===== config.mk =====
export PLATFORM = sky130hd
export DESIGN_NAME = store_merge_unit
export DESIGN_NICKNAME = d
export VERILOG_FILES = /design/src/rtl/riscv_pkg.sv /design/src/rtl/ariane_pkg.sv /design/src/rtl/store_merge_unit.sv
export SDC_FILE = /design/constraint.sdc
export NUM_CORES = 1
export LEC_CHECK = 0
export BUFFER_PORTS_ARGS = -buffer_cell sky130_fd_sc_hd__clkbuf_2
export CORE_AREA = 2 2 133 135
export CTS_CLUSTER_SIZE = 14
export DETAILED_ROUTE_END_ITERATION = 16
export DIE_AREA = 0 0 135 137
export PLACE_DENSITY = 0.8
export SYNTH_ARGS = -nofsm -noshare
export SYNTH_HDL_FRONTEND = slang
export SYNTH_SLANG_ARGS = --single-unit
export TNS_END_PERCENT = 20

===== constraint.sdc =====
create_clock -name clk_i -period 2.4 [get_ports clk_i]
set_input_delay 0.36 -clock clk_i [delete_from_list [all_inputs] [get_ports clk_i]]
set_output_delay 0.36 -clock clk_i [all_outputs]
set_load 0.1 [all_outputs]

===== src/rtl/riscv_pkg.sv =====
// Shared RISC-V architectural constants used by the memory-side blocks.
package riscv;

   // Physical address width (Sv39 style physical space).
   localparam int PLEN = 56;

endpackage


===== src/rtl/ariane_pkg.sv =====
// Shared core package: D$ request/response port types, store-merge
// constants and the byte-merge helper.
package ariane_pkg;

   localparam int DCACHE_INDEX_WIDTH = 12;
   localparam int DCACHE_TAG_WIDTH   = riscv::PLEN - DCACHE_INDEX_WIDTH;

   // Idle cycles a partially merged store is held before going to the D$.
   localparam int unsigned STORE_MERGE_TIMEOUT = 8;

   // Request from a client to the D$.
   typedef struct packed {
      logic [DCACHE_INDEX_WIDTH-1:0] address_index;
      logic [DCACHE_TAG_WIDTH-1:0]   address_tag;
      logic [63:0]                   data_wdata;
      logic                          data_req;
      logic                          data_we;
      logic [7:0]                    data_be;
      logic [1:0]                    data_size;
      logic                          kill_req;
      logic                          tag_valid;
   } dcache_req_i_t;

   // Response from the D$ to a client.
   typedef struct packed {
      logic        data_gnt;
      logic        data_rvalid;
      logic [63:0] data_rdata;
   } dcache_req_o_t;

   // Per byte: take the new byte where its enable is set, else keep the old one.
   function automatic logic [63:0] merge_bytes(input logic [63:0] old_data,
                                               input logic [63:0] new_data,
                                               input logic [7:0]  be);
      logic [63:0] res;
      res = old_data;
      for (int i = 0; i < 8; i++) begin
         if (be[i]) begin
            res[i*8 +: 8] = new_data[i*8 +: 8];
         end
      end
      return res;
   endfunction

endpackage


===== src/rtl/store_merge_unit.sv =====
// Store merge unit: holds one committed store, merges further stores to the
// same double-word into it, and issues the merged entry as a single D$ write
// on drain, address change, full byte mask or merge timeout.
module store_merge_unit
   import ariane_pkg::*;
#(
   parameter int unsigned MERGE_TIMEOUT = STORE_MERGE_TIMEOUT
) (
   input  logic                   clk_i,
   input  logic                   rst_ni,
   input  logic                   valid_i,
   output logic                   ready_o,
   input  logic [riscv::PLEN-1:0] paddr_i,
   input  logic [63:0]            data_i,
   input  logic [7:0]             be_i,
   input  logic                   drain_i,
   output logic                   empty_o,
   input  logic [11:0]            page_offset_i,
   output logic                   page_offset_matches_o,
   input  dcache_req_o_t          req_port_i,
   output dcache_req_i_t          req_port_o
);

   localparam int unsigned AW    = riscv::PLEN - 3;
   localparam int unsigned CNT_W = (MERGE_TIMEOUT > 1) ? $clog2(MERGE_TIMEOUT) : 1;
   localparam logic [CNT_W-1:0] CNT_LAST = CNT_W'(MERGE_TIMEOUT - 1);

   typedef enum logic [1:0] {
      EMPTY = 2'd0,
      HOLD  = 2'd1,
      REQ   = 2'd2
   } state_e;

   state_e           r_state, w_state_next;
   logic [AW-1:0]    r_addr,  w_addr_next;
   logic [63:0]      r_data,  w_data_next;
   logic [7:0]       r_be,    w_be_next;
   logic [CNT_W-1:0] r_cnt,   w_cnt_next;

   logic             w_match;
   logic             w_merge;
   logic [7:0]       w_be_merged;
   logic             w_unused_bits;

   // An offered store hits the held double-word.
   assign w_match     = valid_i && (paddr_i[riscv::PLEN-1:3] == r_addr);
   // Drain wins over a merge: a drained cycle never accepts the store.
   assign w_merge     = (r_state == HOLD) && w_match && !drain_i;
   assign w_be_merged = r_be | be_i;

   // Byte offsets inside the dword and unused D$ response fields carry no meaning here.
   assign w_unused_bits = ^{paddr_i[2:0], page_offset_i[2:0],
                            req_port_i.data_rvalid, req_port_i.data_rdata};

   // State and held-entry registers; reset drops any entry in flight.
   always_ff @(posedge clk_i or negedge rst_ni) begin
      if (!rst_ni) begin
         r_state <= EMPTY;
         r_addr  <= '0;
         r_data  <= '0;
         r_be    <= '0;
         r_cnt   <= '0;
      end else begin
         r_state <= w_state_next;
         r_addr  <= w_addr_next;
         r_data  <= w_data_next;
         r_be    <= w_be_next;
         r_cnt   <= w_cnt_next;
      end
   end

   // Next-state, entry update and store-buffer handshake.
   always_comb begin
      w_state_next = r_state;
      w_addr_next  = r_addr;
      w_data_next  = r_data;
      w_be_next    = r_be;
      w_cnt_next   = r_cnt;
      ready_o      = 1'b0;

      case (r_state)
         EMPTY: begin
            ready_o = 1'b1;
            if (valid_i) begin
               w_addr_next  = paddr_i[riscv::PLEN-1:3];
               w_data_next  = data_i;
               w_be_next    = be_i;
               w_cnt_next   = '0;
               w_state_next = HOLD;
            end
         end
         HOLD: begin
            ready_o = w_merge;
            if (drain_i || (valid_i && !w_match)) begin
               w_state_next = REQ;
            end else if (w_merge) begin
               // A merge restarts the idle window, so it beats the timeout.
               w_data_next = merge_bytes(r_data, data_i, be_i);
               w_be_next   = w_be_merged;
               w_cnt_next  = '0;
               if (w_be_merged == 8'hFF) begin
                  w_state_next = REQ;
               end
            end else if ((r_be == 8'hFF) || (r_cnt == CNT_LAST)) begin
               // A full mask captured on entry leaves at once; otherwise time out.
               w_state_next = REQ;
            end else begin
               w_cnt_next = r_cnt + CNT_W'(1);
            end
         end
         REQ: begin
            if (req_port_i.data_gnt) begin
               w_state_next = EMPTY;
            end
         end
         default: begin
            w_state_next = EMPTY;
         end
      endcase
   end

   // D$ write request, driven purely from the held entry so it is stable until grant.
   always_comb begin
      req_port_o = '0;
      if (r_state == REQ) begin
         req_port_o.data_req      = 1'b1;
         req_port_o.data_we       = 1'b1;
         req_port_o.tag_valid     = 1'b1;
         req_port_o.kill_req      = 1'b0;
         req_port_o.data_size     = 2'b11;
         req_port_o.data_be       = r_be;
         req_port_o.data_wdata    = r_data;
         req_port_o.address_index = {r_addr[DCACHE_INDEX_WIDTH-4:0], 3'b000};
         req_port_o.address_tag   = r_addr[AW-1:DCACHE_INDEX_WIDTH-3];
      end
   end

   assign empty_o               = (r_state == EMPTY);
   assign page_offset_matches_o = (r_state != EMPTY) && (r_addr[8:0] == page_offset_i[11:3]);

endmodule


==> results.toml, run 1 <==
[global_routing]
grt_pass1_wl_um = 30800
grt_overflow_total = 0
grt_pass1_vias = 5714
grt_antenna_before_repair = 0
track_usage_pct = 21.8
grt_max_degree = 131

[clock_network]
cts_made_buffers = 17
insertion_delay_ns = 0.41
cts-root-buf = "clkbuf_16"
cts_sinks = 130
htree_levels = 4
path_clk_slew_ns = 0.06
clock_path_buffers = 2
cts_tree = "built"

[die]
start_util_pct = 38.9
die_area_um2 = 18500
dieWidth_um = 135
die_h_um = 137
fp-row-count = 48
boundaryPins = 347
core_um2 = 17100

[route]
final_antenna_net_count = 0
vias = 5323
drc = 0
wl_per_cell_um = 19.2
routed_wl_um = 20600
vias_per_cell = 4.95
firstDrtPassIters = 4
drt_iter0_markers = 149

[worst_setup_path]
crit_required_ns = 2.04
cp_slowest_cell = "dfrtp_1"
slowest_delay_ns = 0.40
cp_max_fo = 3
startpoint = "r_addr[23]$_DFFE_PN0P_"
path_class = "register to primary output"
r2r_start = "r_addr[23]$_DFFE_PN0P_"
path_cells = "xnor2_1 -> nand4_1 -> nor4_2 -> buf_4 -> nand4_1 -> o21ai_2 -> buf_12"
crit_top_cell = "nand4_1"
startpoint_type = "register"
critPathArrivalTime_ns = 2.17
worst_setup_path_end_kind = "primary output"

[synthesis]
synth_warnings = 0
yosys.area_share.simple_pct = 15.1
synthAdderAreaFrac_pct = 0.378
muxShareOfSynthArea_pct = 19.9
synth_xor_xnor_area_share_pct = 8.19
ys.flop_type = "dfrtp_1"
ys_ff_latch = 130
synth-async-reset-ratio_pct = 100
netlist_area_um2 = 6630
synth_top_family_by_area = "multiplexers"
synth_compound_area_share_pct = 4.17
syn_area_per_cell_um2 = 12.1
synth-edff-count = 0
synth_cell_types = 29
netlist_instances = 546
ys_seq_area_share_pct = 49.1

[cells_and_area]
num-fill-cells = 1200
final_layout_size_suffix_gt1_share_pct = 56.2
n_antenna_cell = 0
layout.nets = 1051
mostFrequentLayoutCells = "buf_12, clkbuf_2, dfrtp_1"
area_growth_pct = 70.7
finalInstanceArea_um2 = 11300
final_common_cell = "buf_12"

[sta]
fin_crit_ns = 2.53
hold_viol = 13
fin_tns_setup_ns = -2.26
max_freq_mhz = 395
drv_slew = 0
finalCritPeriodShare_pct = 106
timing.final.ws_setup_ns = -0.135
rsz0062_at_grt = "yes"
slew_headroom_pct = 42.6
clock_skew_ns = 0.0129
finalSetupViolCount = 52
hold_slack_ns = -0.0681
max_slew.worst_pin.slew_ns = 0.862

[power]
finalPower_mw = 19.2
p_per_area_nw_per_um2 = 1700
ir_drop_mv = 0.898
leakage_nw = 5.05

[worst_hold_path]
hold_path_class = "input port to asynchronous set/reset pin"

[status]
status = "finished, violations left"
violations = "negative hold slack, negative setup slack"

[placement]
post-dp-hpwl_um = 14500
pre_cts_slack_ns = -0.302
gp_congestion = 0.780
dpl_cell_area_um2 = 10400
portBuffers = 271

[flow_run]
max-cap-violations = 0
==> cell usage after synthesis (all sizes together) (3+ instances only) <==
cell type | number | area (um^2)
nand4 | 18 | 113
a21boi | 6 | 113
buf | 18 | 113
and2 | 126 | 788
nand2 | 4 | 15.0
inv | 10 | 37.5
xnor2 | 61 | 534
nor2 | 3 | 11.3
dfrtp | 130 | 3250
clkbuf | 15 | 56.3
a22o | 8 | 70.1
o22ai | 4 | 25.0
o21ai | 4 | 20.0
nor4 | 5 | 31.3
nand2b | 3 | 18.8
mux2 | 117 | 1320
==> through the flow <==
stage	instances	util (%)
after floorplan	549	-
final	1076	66.3
after global placement	1035	60.8
after detailed placement	1035	60.8
after CTS	1070	65.4
after global routing	1076	66.3
==> flip-flops by register name (all words and copies together), names as in the netlist <==
| register | flops |
|---|---|
| r_addr | 53 |
| r_state | 2 |
| r_cnt | 3 |
| r_be | 8 |
| r_data | 64 |
==> path summary, 6_finish.rpt <==
| path | endpoint | slack (ns) | cells past startpoint |
|---|---|---|---|
| max in group asynchronous | r_cnt[2]$_DFFE_PN0P_ | 1.72 | 2 |
| min in group clk_i | r_data[48]$_DFFE_PN0P_ | 0.18 | 2 |
| min reg2reg | r_data[4]$_DFFE_PN0P_ | 0.49 | 1 |
| min | r_addr[26]$_DFFE_PN0P_ | -0.07 | 2 |
| max | ready_o | -0.13 | 7 |
| max reg2reg | r_data[27]$_DFFE_PN0P_ | -0.10 | 7 |
==> routing by layer <==
layer / wire [um] / share of wire [%] / track usage, % / vias to the layer above
li1: - / - / - / 2427
met1: 7750 / 38 / 24.0 / 2628
met2: 10600 / 52 / 39.2 / 227
met3: 1630 / 7.9 / 7.67 / 41
met4: 592 / 2.9 / 7.06 / 0
met5: 0 / 0 / 0 / -
==> area by class of cell <==
class	instances	area, um^2	area share [%]
Inverter	10	37.5	0.332
Clock inverter	9	131	1.16
Multi-Input combinational cell	376	3450	30.5
Clock buffer	22	464	4.10
Tap cell	225	282	2.49
Sequential cell	130	3250	28.8
Timing Repair Buffer	304	3690	32.6
==> kinds of logic after synthesis <==
family,Yosys count
AOI/OAI and AO/OA,28
xor gates and xnor gates,62
adders and majority gates,2
buffers and inverters,43
DFF,130
muxes,117
other,1
and+or+nand+nor,163
==> power breakdown <==
| part | leakage, nW | internal, mW | total [mW] | switching (mW) |
|---|---|---|---|---|
| logic | 3.22 | 5.03 | 12.4 | 7.38 |
| registers | 1.54 | 3.31 | 4.12 | 0.817 |
| clock network | 0.294 | 1.68 | 2.64 | 0.958 |
==> what timing repair did <==
item | in CTS | in global routing
pin swaps | 3 | 7
buffers inserted | 4 | 6
setup endpoints to repair | 62 | 85
resized for setup | 36 | 27
hold buffers | 0 | 0
==> critical path: cells and delay by family, from the launching register on <==
kind                      cells  cell delay (ns)
buffers and inverters         2             0.40
and+or+nand+nor               3             0.66
AOI/OAI and AO/OA             1             0.12
DFF                           1             0.40
xor gates and xnor gates      1             0.17
Power figures use the tool's default switching activity.
==> run 2: changes to the inputs <==
Settings changed: CTS_BUF_LIST set to sky130_fd_sc_hd__clkbuf_8, CTS_CLUSTER_DIAMETER set to 40.
==> results.toml, run 2 (synthesis gave the netlist of run 1 again) <==
[clock_network]
holdBufCountCts = 0
cts_made_buffers = 17
clock_path_buffers = 2
htree_levels = 4
cts_sinks = 130
insertion_delay_ns = 0.44
cts-root-buf = "clkbuf_8"
path_clk_slew_ns = 0.08
cts_tree = "built"

[sta]
timing.final.ws_setup_ns = -0.172
slew_headroom_pct = 46.7
drv_slew = 0
finalSetupViolCount = 57
hold_slack_ns = -0.0649
max_freq_mhz = 389
fin_tns_setup_ns = -7.68
hold_viol = 19
max_slew.worst_pin.slew_ns = 0.800
clock_skew_ns = 0.0112
fin_crit_ns = 2.57
finalCritPeriodShare_pct = 107
rsz0062_at_grt = "yes"

[placement]
pre_cts_slack_ns = -0.302
gp_congestion = 0.780
placed_cells = 1035
portBuffers = 271
post-dp-hpwl_um = 14500

[power]
p_per_area_nw_per_um2 = 1650
ir_drop_mv = 0.897
leakage_nw = 4.80
power_frac_comb_pct = 66.7
seq_power_share_pct = 22.5
p_sw_mw = 8.87
p_sw_share_pct = 49.3
pwr-share-clk_pct = 10.7
p_int_mw = 9.12
finalPower_mw = 18.0

[cells_and_area]
final_layout_size_suffix_gt1_share_pct = 56.1
n_antenna_cell = 0
top_regs = "r_data (64), r_addr (53), r_be (8)"
mostFrequentLayoutCells = "buf_12, clkbuf_2, dfrtp_1"
area_growth_pct = 64.7
seq_area_um2 = 3250
multi_input_area_um2 = 3290
layout.nets = 1047
final_common_cell = "buf_12"
final_cell_count_no_fill = 1072
num-fill-cells = 1246
largest_reg_flops = 64
top_register = "r_data"

[route]
drc = 0
vias_per_cell = 4.84
vias = 5188
routed_wl_um = 18900
drt_iter0_markers = 188
firstDrtPassIters = 4
final_antenna_net_count = 0
wl_per_cell_um = 17.7

[global_routing]
grt_pass1_wl_um = 29300
grt_overflow_total = 0
grt_pass1_vias = 5600
track_usage_pct = 20.8
grt_max_degree = 131
grt_antenna_before_repair = 0

[worst_setup_path]
crit_required_ns = 2.73
worst_setup_path_end_kind = "register"
critPathArrivalTime_ns = 2.90
cp_max_fo = 12
path_class = "register to register"
startpoint_type = "register"

[die]
boundaryPins = 347
start_util_pct = 38.9
dieWidth_um = 135
fp-row-count = 48
die_area_um2 = 18500
core_um2 = 17100
die_h_um = 137

[worst_hold_path]
hold_path_class = "input port to asynchronous set/reset pin"

[status]
status = "finished, violations left"
violations = "negative hold slack, negative setup slack"

[flow_run]
max-cap-violations = 0
-- run 2: worst max-delay path, cell delays in order, from the launching register on --
cell and delay [ns]:
dfrtp_1 0.40, xnor2_1 0.17, nand4_1 0.16, nor4_2 0.42, buf_4 0.19, a41o_2 0.36, a21boi_4 0.38, mux2_2 0.38
-- run 2: repair_timing --
item,in CTS,in global routing
buffers inserted,3,3
endpoints found under the setup margin,64,179
pin swaps,2,8
resized for setup,4,16
-- run 2: path summary, 6_finish.rpt --
path                                                to  depth (start not counted)              startpoint  slack [ns]
min in group clk_i              r_data[24]$_DFFE_PN0P_                          2              data_i[24]        0.15
worst max register to register  r_data[27]$_DFFE_PN0P_                          7  r_addr[20]$_DFFE_PN0P_       -0.17
worst min register to register   r_data[4]$_DFFE_PN0P_                          1   r_data[4]$_DFFE_PN0P_        0.50
worst min-delay path            r_addr[26]$_DFFE_PN0P_                          2                  rst_ni       -0.06
worst max-delay path            r_data[27]$_DFFE_PN0P_                          7  r_addr[20]$_DFFE_PN0P_       -0.17
max in group asynchronous         r_cnt[2]$_DFFE_PN0P_                          2                  rst_ni        1.79
-- run 2: layer usage --
metal  vias up  share of wire (%)  GRT usage, %  routed length, um
met3        34                9.2          8.52               1740
met4         0                2.4          7.87                455
met5         -                  0             0                  0
met2       204                 52          36.7               9780
li1       2419                  -             -                  -
met1      2531                 37          22.2               6960
-- run 2: power groups by stage --
stage | Sequential [mW] | Clock (mW) | Combinational (mW)
after floorplan | 3.87 | 0 | 7.83
after global placement | 3.98 | 0 | 11.8
after detailed placement | 4.08 | 0 | 11.9
after CTS | 4.04 | 2.00 | 12.0
after global routing | 4.20 | 2.08 | 12.5
final | 4.05 | 1.93 | 12.0
-- run 2: through the flow --
| stage | instance area (um^2) | utilization, % |
|---|---|---|
| floorplan | 6660 | - |
| global placement | 10400 | 60.8 |
| detailed placement | 10400 | 60.8 |
| CTS | 10800 | 63.5 |
| global route | 10900 | 64.0 |
| finish | 10900 | 64.0 |
-- run 2: cell type report --
class	count	area share (%)
clock buffer	19	2.40
inverter	10	0.344
tap	225	2.58
timing repair buffer	300	33.5
clock inverter	12	1.31
multi-input combinational	376	30.1
sequential	130	29.8
==> run 3: changes to the inputs <==
Settings changed: SKIP_LAST_GASP set to 1.
==> results.toml, run 3 (synthesis gave the netlist of run 1 again) <==
[status]
status = "finished, violations left"
violations = "negative hold slack, negative setup slack"

[cells_and_area]
top_register = "r_data"
top_regs = "r_data (64), r_addr (53), r_be (8)"
multi_input_area_um2 = 3250
final_layout_size_suffix_gt1_share_pct = 54.7
mostFrequentLayoutCells = "buf_12, clkbuf_2, dfrtp_1"
seq_area_um2 = 3250
layout.nets = 1047
num-fill-cells = 1251
final_cell_count_no_fill = 1072
finalInstanceArea_um2 = 10900
n_antenna_cell = 0
largest_reg_flops = 64
area_growth_pct = 64.1
final_core_util_pct = 63.8
final_common_cell = "buf_12"

[power]
p_per_area_nw_per_um2 = 1650
finalPower_mw = 17.9
leakage_nw = 4.78
ir_drop_mv = 0.897

[clock_network]
insertion_delay_ns = 0.44
path_clk_slew_ns = 0.08
clock_path_buffers = 2
cts-root-buf = "clkbuf_8"
cts_tree = "built"
cts_sinks = 130
cts_made_buffers = 17
htree_levels = 4

[worst_setup_path]
r2r-end = "r_data[34]$_DFFE_PN0P_"
crit_required_ns = 2.04
r2r_slack_ns = -0.17
critPathArrivalTime_ns = 2.21
r2r_start = "r_addr[20]$_DFFE_PN0P_"
path_class = "register to primary output"
startpoint_type = "register"
cp_max_fo = 2
worst_setup_path_end_kind = "primary output"
worstRegToRegCells = 7

[sta]
fin_tns_setup_ns = -8.64
finalCritPeriodShare_pct = 107
rsz0062_at_grt = "yes"
timing.final.ws_setup_ns = -0.173
max_freq_mhz = 389
slew_headroom_pct = 46.8
fin_crit_ns = 2.57
hold_viol = 13
clock_skew_ns = 0.0117
drv_slew = 0
max_slew.worst_pin.slew_ns = 0.798
finalSetupViolCount = 65
hold_slack_ns = -0.0664

[route]
vias = 5177
final_antenna_net_count = 0
routed_wl_um = 18900
vias_per_cell = 4.83
wl_per_cell_um = 17.6
drc = 0
drt_iter0_markers = 153
firstDrtPassIters = 4

[die]
die_h_um = 137
start_util_pct = 38.9
core_um2 = 17100
dieWidth_um = 135
fp-row-count = 48
boundaryPins = 347
die_area_um2 = 18500

[placement]
placed_cells = 1035
portBuffers = 271
gp_congestion = 0.780
dpl_cell_area_um2 = 10400
pre_cts_slack_ns = -0.302
post-dp-hpwl_um = 14500

[worst_hold_path]
hold_path_class = "input port to asynchronous set/reset pin"

[global_routing]
grt_pass1_vias = 5599
grt_antenna_before_repair = 0
grt_pass1_wl_um = 29300
grt_overflow_total = 0
grt_max_degree = 131
track_usage_pct = 20.8

[flow_run]
max-cap-violations = 0
-- run 3: how the worst max path moves through the flow --
stage	start	endpoint	slack, ns	cells past startpoint
2_1_floorplan	r_state[0]$_DFFE_PN0P_	req_port_o[118]	-0.31	5
3_3_place_gp	paddr_i[10]	r_data[61]$_DFFE_PN0P_	-0.30	9
5_1_grt	r_addr[48]$_DFFE_PN0P_	ready_o	-0.27	7
4_1_cts	r_addr[7]$_DFFE_PN0P_	ready_o	-0.26	8
3_5_place_dp	paddr_i[10]	r_data[60]$_DFFE_PN0P_	-0.30	9
6_report	r_addr[20]$_DFFE_PN0P_	ready_o	-0.17	7
-- run 3: worst max-delay path, cell delays in order (launching register included) --
cell and delay (ns):
dfrtp_1 0.40, xnor2_1 0.17, nand4_1 0.16, nor4_2 0.42, buf_4 0.19, nand4_1 0.11, o21ai_2 0.12, buf_12 0.20
-- run 3: final cells by class --
| cell class | count | area share [%] |
|---|---|---|
| repair buffers | 300 | 33.6 |
| flip-flops and latches | 130 | 29.9 |
| multi-input cells | 376 | 29.9 |
| well taps | 225 | 2.59 |
| clock buffers | 19 | 2.40 |
| clock inverters | 12 | 1.31 |
| inverters | 10 | 0.345 |
-- run 3: power breakdown --
part | leakage, nW | switching [mW] | internal, mW
combinational | 3.02 | 7.24 | 4.70
sequential | 1.54 | 0.749 | 3.30
clock | 0.219 | 0.866 | 1.07
-- run 3: what timing repair did --
item | CTS | global route
setup endpoints to repair | 64 | 179
pin swaps | 2 | 6
gates resized for setup | 2 | 4
buffers inserted | 3 | 3
hold buffers | 0 | 0
cloned | 0 | 0
-- run 3: layer usage --
layer / share of wire, % / track usage, % / vias up
li1: - / - / 2416
met1: 37 / 22.2 / 2521
met2: 51 / 36.7 / 206
met3: 9.2 / 8.52 / 34
met4: 2.4 / 7.87 / 0
met5: 0 / 0 / -
